### src/rtl/mul_pkg.sv
// Shared definitions for the multiply write-back sequencer: cmd encodings,
// FSM state type and a long-op decode helper.
package mul_pkg;

    localparam logic [2:0] CMD_MUL   = 3'b000;
    localparam logic [2:0] CMD_MLA   = 3'b001;
    localparam logic [2:0] CMD_UMULL = 3'b100;
    localparam logic [2:0] CMD_UMLAL = 3'b101;
    localparam logic [2:0] CMD_SMULL = 3'b110;
    localparam logic [2:0] CMD_SMLAL = 3'b111;

    typedef enum logic [1:0] {
        IDLE = 2'd0,
        WR1  = 2'd1,
        WR2  = 2'd2
    } state_e;

    function automatic logic is_long(input logic [2:0] c);
        return c[2];
    endfunction

endpackage

### src/rtl/mul_wb_seq.sv
// Sequences multiplier results into register-file writes (one for short ops,
// two for long ops). Define MUL_WB_FLAGS_EN to generate N/Z flag updates.
module mul_wb_seq
    import mul_pkg::*;
#(
    parameter int DATA_W = 32,
    parameter int ADDR_W = 4
) (
    input  logic              clk,
    input  logic              reset,
    input  logic              in_valid,
    output logic              in_ready,
    input  logic [2:0]        cmd,
    input  logic [DATA_W-1:0] ret1,
    input  logic [DATA_W-1:0] ret2,
    input  logic [ADDR_W-1:0] addr1,
    input  logic [ADDR_W-1:0] addr2,
    input  logic              set_flags,
    input  logic              flush,
    output logic              rf_we,
    output logic [ADDR_W-1:0] rf_wa,
    output logic [DATA_W-1:0] rf_wd,
    output logic              stall,
    output logic              flag_we,
    output logic [1:0]        flag_nz
);

    state_e            state_q, state_d;
    logic [DATA_W-1:0] ret1_q, ret1_d, ret2_q, ret2_d;
    logic [ADDR_W-1:0] addr1_q, addr1_d, addr2_q, addr2_d;
    logic [2:0]        cmd_q, cmd_d;
    logic              accept;
    logic              final_wr;

    always_comb begin
        state_d  = state_q;
        ret1_d   = ret1_q;
        ret2_d   = ret2_q;
        addr1_d  = addr1_q;
        addr2_d  = addr2_q;
        cmd_d    = cmd_q;
        in_ready = 1'b0;
        rf_we    = 1'b0;
        rf_wa    = '0;
        rf_wd    = '0;
        final_wr = 1'b0;

        case (state_q)
            IDLE: in_ready = 1'b1;
            WR1: begin
                rf_we = 1'b1;
                rf_wa = addr1_q;
                rf_wd = ret1_q;
                if (!is_long(cmd_q)) begin
                    in_ready = 1'b1;
                    final_wr = 1'b1;
                end
            end
            WR2: begin
                rf_we    = 1'b1;
                rf_wa    = addr2_q;
                rf_wd    = ret2_q;
                in_ready = 1'b1;
                final_wr = 1'b1;
            end
            default: ;
        endcase

        // Flush and reset both squash the current write and block acceptance.
        if (flush || reset) begin
            in_ready = 1'b0;
            rf_we    = 1'b0;
            rf_wa    = '0;
            rf_wd    = '0;
            final_wr = 1'b0;
        end

        accept = in_valid && in_ready;

        case (state_q)
            IDLE:    state_d = accept ? WR1 : IDLE;
            WR1:     state_d = is_long(cmd_q) ? WR2 : (accept ? WR1 : IDLE);
            WR2:     state_d = accept ? WR1 : IDLE;
            default: state_d = IDLE;
        endcase
        if (flush) state_d = IDLE;

        if (accept) begin
            ret1_d  = ret1;
            ret2_d  = ret2;
            addr1_d = addr1;
            addr2_d = addr2;
            cmd_d   = cmd;
        end
    end

    always_ff @(posedge clk) begin
        if (reset) begin
            state_q <= IDLE;
            ret1_q  <= '0;
            ret2_q  <= '0;
            addr1_q <= '0;
            addr2_q <= '0;
            cmd_q   <= '0;
        end else begin
            state_q <= state_d;
            ret1_q  <= ret1_d;
            ret2_q  <= ret2_d;
            addr1_q <= addr1_d;
            addr2_q <= addr2_d;
            cmd_q   <= cmd_d;
        end
    end

    assign stall = in_valid && !in_ready;

    // Sign/accumulate bits matter only to the upstream multiplier.
    logic [1:0] unused_cmd;
    assign unused_cmd = cmd_q[1:0];

`ifdef MUL_WB_FLAGS_EN
    logic sf_q, sf_d;
    logic z_flag;

    always_comb begin
        sf_d = sf_q;
        if (accept) sf_d = set_flags;
    end

    always_ff @(posedge clk) begin
        if (reset) sf_q <= 1'b0;
        else       sf_q <= sf_d;
    end

    assign z_flag  = is_long(cmd_q) ? ((ret1_q == '0) && (ret2_q == '0)) : (ret1_q == '0);
    assign flag_we = final_wr && sf_q;
    assign flag_nz = flag_we ? {ret1_q[DATA_W-1], z_flag} : 2'b00;
`else
    logic unused_flags;
    assign unused_flags = set_flags ^ final_wr;
    assign flag_we = 1'b0;
    assign flag_nz = 2'b00;
`endif

endmodule

### config.mk
export PLATFORM = sky130hd
export DESIGN_NAME = mul_wb_seq
export DESIGN_NICKNAME = d
export VERILOG_FILES = /design/src/rtl/mul_pkg.sv /design/src/rtl/mul_wb_seq.sv
export SDC_FILE = /design/constraint.sdc
export NUM_CORES = 1
export LEC_CHECK = 0
export CORE_MARGIN = 4
export CORE_UTILIZATION = 25
export CTS_BUF_LIST = sky130_fd_sc_hd__clkbuf_8
export DETAILED_ROUTE_END_ITERATION = 12
export PLACE_DENSITY = 0.55
export SYNTH_ARGS = -nofsm -noshare
export SYNTH_HDL_FRONTEND = slang
export SYNTH_SLANG_ARGS = --single-unit
### constraint.sdc
create_clock -name clk -period 2.15 [get_ports clk]
set_clock_uncertainty 0.2 [all_clocks]
set_input_delay 0.43 -clock clk [delete_from_list [all_inputs] [get_ports clk]]
set_output_delay 0.43 -clock clk [all_outputs]
set_load 0.1 [all_outputs]
# After elaboration in Yosys (flattened, before gate mapping)
# Cells that the tools add are included.
dict set report op_classes {
  n_eq_ne 2
  muxes 12
  n_reduce_logical 8
}
# cell count
set op_table {}
lappend op_table {{$pmux W32 S2} 1}
lappend op_table {{$mux W32} 1}
lappend op_table {{$pmux W4 S2} 1}
lappend op_table {{$reduce_or A2 Y1} 3}
lappend op_table {{$mux W1} 5}
lappend op_table {{$mux W4} 1}
lappend op_table {{$pmux W2 S2} 1}
lappend op_table {{$eq A2 B1 Y1 const B} 1}
lappend op_table {{$eq A2 B2 Y1 const B} 1}
lappend op_table {{$logic_and A1 B1 Y1} 2}
lappend op_table {{$logic_not A2 Y1} 1}
lappend op_table {{$mux W2} 1}
lappend op_table {{$pmux W1 S2} 1}
lappend op_table {{$logic_not A1 Y1} 1}
lappend op_table {{$logic_or A1 B1 Y1} 1}
dict set report totals {
  reg_bits 77
  in_bits 80
  output_inout_bits 42
  word_cells 28
}

# Logic depth before layout (Yosys ltp)
dict set report logic_depth {
  depth_word 8
  depth_mapped 8
  ltp_nobuf 5
}

# Worst setup path before layout
# No wires, ideal clock.
dict set report synth_path {
  kind {reg-to-output}
  startpoint {reg state_q[0]}
  endpoint {out stall}
  arrival_ns 8.042
  t_required_ns 1.520
  slack_ns -6.522
  stages_incl_launch_ff 7
  path_buffers 1
  cell_sequence {dfxtp_1 -> inv_1 -> ha_1 -> clkbuf_1 -> nor2_1 -> a2111oi_0 -> nor2b_1}
}
dict set report synth_via {
  elab_chain_cells 6
  elab_cells_between_ends 8
  classes_between {eq/ne: 2; mux: 2; reduce/logical: 4}
}
# item line
set synth_rtl {}
lappend synth_rtl {{start: declaration} mul_wb_seq.sv:28} ;# state_e state_q, state_d;
lappend synth_rtl {{start signal: assignment} mul_wb_seq.sv:106} ;# state_q <= state_d;
lappend synth_rtl {{$eq A2 B2 Y1 or $logic_not A2 Y1 (tied branches)} mul_wb_seq.sv:48} ;# case (state_q)
lappend synth_rtl {{$reduce_or A2 Y1 (no line)} --}
lappend synth_rtl {{$pmux W1 S2 *} mul_wb_seq.sv:48}
lappend synth_rtl {{$mux W1 *} mul_wb_seq.sv:70} ;# if (flush || reset) begin
lappend synth_rtl {{via in_ready} mul_wb_seq.sv:12} ;# output logic in_ready,
lappend synth_rtl {{$logic_not A1 Y1 *} mul_wb_seq.sv:115} ;# assign stall = in_valid && !in_ready;
lappend synth_rtl {{$logic_and A1 B1 Y1 *} mul_wb_seq.sv:115}
lappend synth_rtl {{end: declaration} mul_wb_seq.sv:23} ;# output logic stall,
# The timed path passes the listed nets; every way through them passes the cells marked *.

# Final worst setup path
dict set report layout_path {
  startpoint {reg state_q[0]}
  endpoint {out in_ready}
}
dict set report layout_via {
  elab_chain_cells 4
  elab_cells_between_ends 6
  classes_between {eq/ne: 2; mux: 2; reduce/logical: 2}
}
# item line
set layout_rtl {}
lappend layout_rtl {{$eq A2 B2 Y1 or $logic_not A2 Y1 (tied branches)} mul_wb_seq.sv:48}
lappend layout_rtl {{$reduce_or A2 Y1 (no line)} --}
lappend layout_rtl {{$pmux W1 S2 *} mul_wb_seq.sv:48}
lappend layout_rtl {{$mux W1 *} mul_wb_seq.sv:70}
lappend layout_rtl {{end: declaration} mul_wb_seq.sv:12}
# Mark *: on every way between the ends. The rest lies on a longest branch, timed or not.

==> key figures <==
Place
  – Port Buf Inserts: between 100 and 150
  – Dpl hpwl: ~6.7 mm
  – GPL Wtd Cong: approximately 0.70
  – Dpl ws: -0.390 ns
  – Placement Cell Area: 5860 sq um

Finish
  – Layout cells sized above 1: 0.447
  – Post-route cell area: approximately 6300 sq um
  – # nets final: 544
  – Filler cells: roughly 1300
  – # diodes: 0
  – Area Growth Syn to Fin: 69.2%

Clock tree
  – Clk_lat worst skew: around 0.36 ns
  – Htree depth: 3
  – Clk buf depth: 2
  – # Post-CTS Setup Buffers: 0
  – Hold_buf cts: 0
  – Sinks on Clock Net: 75
  – Clk root buf: clkbuf_8
  – CTS tree: done
  – Clock buffer count from CTS: 9
  – Clock transition at path regs: roughly 0.080 ns

Route
  – DR WL/cell: 15.6 um
  – Drt initial violations: between 90 and 100
  – Detailed Routing Iterations Pass 1: 4
  – Routed wire length: between 10 and 15 mm
  – Vias post-DR: approximately 2800
  – ANT nets after route: 0
  – # DRC: 0
  – DR vias/cell: roughly 4.4

STA
  – Hold Vio Cnt, Final: 0
  – Unrepaired setup endpoints after global routing: true
  – Achievable frequency: just over 400 MHz
  – Max Slew Vio Count: 0
  – Min Hold Slack: 0.366 ns
  – Worst slew pin tran: 0.782 ns
  – Min Tclk post-route: 2.43 ns
  – Max transition margin: 0.479
  – Final WS setup: -0.281 ns
  – Fin crit share: 1.13
  – Setup Viol. Count Final: about 110

Power and ir drop
  – Switching part of the total: 0.238
  – Gate power share: 0.156
  – Psw: between 700 and 800 uW
  – Worst vdd ir: ~0.00030 V
  – P_int: 2490 uW
  – Sequential share of power: 0.460
  – Pwr/cell area: approximately 520 nW/um^2
  – Clk pwr share: 0.384
  – P_leak: ~0.0024 uW

Run status
  – Failing checks: setup timing
  – Status: finished, violations left

Synthesis
  – Ys Warns: 0
  – Seq/Total Area, Yosys: 0.404
  – Top cells by area, synth: dfxtp_1 40%, mux2_4 24%, nor2b_1 12%
  – Seq cells post-synth: between 70 and 80
  – Synth Instances: 341
  – Yosys top cell by area: dfxtp_1
  – Yosys top cell area share: 0.404
  – Number of different library cells in the post-synthesis netlist: 20
  – Syn avg cell area: about 11 sq um
  – Mapped cell area: between 3000 and 4000 sq um

Global route
  – Grt total ovfl: 0
  – Largest net degree at the start of global routing: 74
  – Vias in the first global route: between 3000 and 4000
  – Global-route wire length before repair: between 15 and 20 mm
  – Global-route total usage across every layer: 0.124
  – Initial antenna violation count: 0

Critical path
  – Critical Path AT: about 1.8 ns
  – Critical Path, Cell by Cell: buf_6 > inv_4 > ha_4 > nor2_4 > a2111oi_4 > buf_4 > buf_12
  – Startpoint Class: register
  – WP data required: ~1.5 ns
  – CP Capture Type: output port
  – CP max FO: 2
  – Crit path kind: reg -> out
  – CP max-delay cell: a2111oi_4
  – CP peak stage delay: ~0.35 ns

Floorplan
  – I/O pin cnt: around 120
  – Die area: 16900 sq um
  – Die Span Y: around 130 um
  – Starting Density: 0.256
  – Core area: between 10000 and 15000 sq um
  – Die X: 130 um
  – FP Rows: 44

Hold path
  – Hold Path Class: reg -> reg

Flow run
  – Max Cap Viol: 0
## synthesized netlist by cell type
cell type and n:
a2111oi_0 1, dfxtp_1 75, buf_1 1, buf_2 1
buf_6 7, ha_1 4, mux2_4 59, clkbuf_1 18
inv_1 4, nand2_1 1, nor2b_1 74, conb_1 1
nand2b_1 1, nor2_1 38, a21o_1 1, a22oi_1 36
buf_4 3, or4b_1 1, mux2_2 14, and4b_1 1
## power by group through the flow
stage               Combinational (uW)  Sequential (uW)  Clock [uW]
global placement                   486             1530           0
floorplan                          296             1520           0
global route                       542             1510        1370
detailed placement                 492             1530           0
CTS                                510             1500        1320
finish                             510             1500        1250
## worst paths after layout
| check | cells after the start | from | slack [ns] | end |
|---|---|---|---|---|
| hold / removal | 1 | cmd_q[2] | 0.37 | state_q[1] |
| hold reg to reg | 1 | cmd_q[2] | 0.37 | state_q[1] |
| setup reg to reg | 5 | state_q[1] | -0.14 | ret1_q[3] |
| setup / recovery | 7 | state_q[0] | -0.28 | in_ready |
## metrics by stage
stage	util	std cells	power [uW]	setup TNS, ns
5_1_grt	0.432	649	3430	-21.22
2_1_floorplan	-	343	1820	-4.30
3_5_place_dp	0.403	630	2020	-36.53
6_report	0.432	649	3270	-13.22
3_3_place_gp	0.403	630	2020	-33.74
4_1_cts	0.426	647	3330	-14.68
## logic make-up (layout without fill, tap and decap cells)
family,count (synthesis),in the layout,share of synthesized area
AO/OA/AOI/OAI,38,38,0.0772
adder cells (fa/ha/maj),4,4,0.0135
buffers and inverters,34,156,0.0519
flip-flops,75,75,0.404
multiplexers,73,73,0.281
other,1,3,0.00101
AND/OR/NAND/NOR,116,116,0.171
## cell usage in the layout, fill, tap and decap left out
| master | instances |
|---|---|
| ha_4 | 3 |
| clkdlybuf4s50_1 | 74 |
| dfxtp_1 | 73 |
| nor2_4 | 38 |
| bufinv_16 | 2 |
| dlygate4sd2_1 | 1 |
| and4b_1 | 1 |
| buf_16 | 1 |
| inv_4 | 2 |
| clkbuf_8 | 11 |
| nand2b_4 | 1 |
| a22oi_2 | 8 |
| bufbuf_16 | 1 |
| buf_6 | 2 |
| dfxtp_2 | 2 |
| buf_12 | 45 |
| clkbuf_16 | 2 |
| clkinv_2 | 1 |
| a22oi_1 | 28 |
| buf_2 | 1 |
| ha_1 | 1 |
| mux2_4 | 59 |
| a2111oi_4 | 1 |
| clkinvlp_4 | 2 |
| or4b_1 | 1 |
| nor2b_1 | 73 |
| conb_1 | 3 |
| nor2b_2 | 1 |
| nand2_8 | 1 |
| inv_1 | 2 |
| mux2_2 | 14 |
| buf_4 | 9 |
| a21o_4 | 1 |
## worst max-delay path: cells and delay by family (launching register included)
kind	cells	cell delay (ns)
DFF	1	0.33
AOI/OAI and AO/OA	1	0.35
and+or+nand+nor	1	0.05
buffers and inverters	4	0.54
adders and majority gates	1	0.16
## layout make-up
class,instances,area (sq um),share of cell area
repair buffers,136,1860,0.295
clock buffers,11,151,0.0241
flip-flops and latches,75,1500,0.239
inverters,4,23.8,0.00378
multi-input cells,234,2440,0.389
clock inverters,5,76.3,0.0121
well taps,184,230,0.0366
## state kept, by name (all words and copies together) (netlist names)
register and flops:
ret1_q 32, ret2_q 32, addr1_q 4, addr2_q 4, state_q 2, cmd_q 1
## what timing repair did
action / in CTS / in global routing
gates cloned: 1 / 2
pin swaps: 3 / 1
setup endpoints to repair: 94 / 112
resized for setup: 16 / 8
hold endpoints to repair: 0 / 0
## layer usage
metal	vias to the layer above	part of all wire	routed length, um	track usage
met2	74	0.48	4920	0.201
met4	0	0.011	116	0.0330
met5	-	0	0	0
li1	1393	-	-	-
met1	1349	0.45	4520	0.153
met3	9	0.058	591	0.0499
No activity file was read; power rests on OpenSTA's default activity.
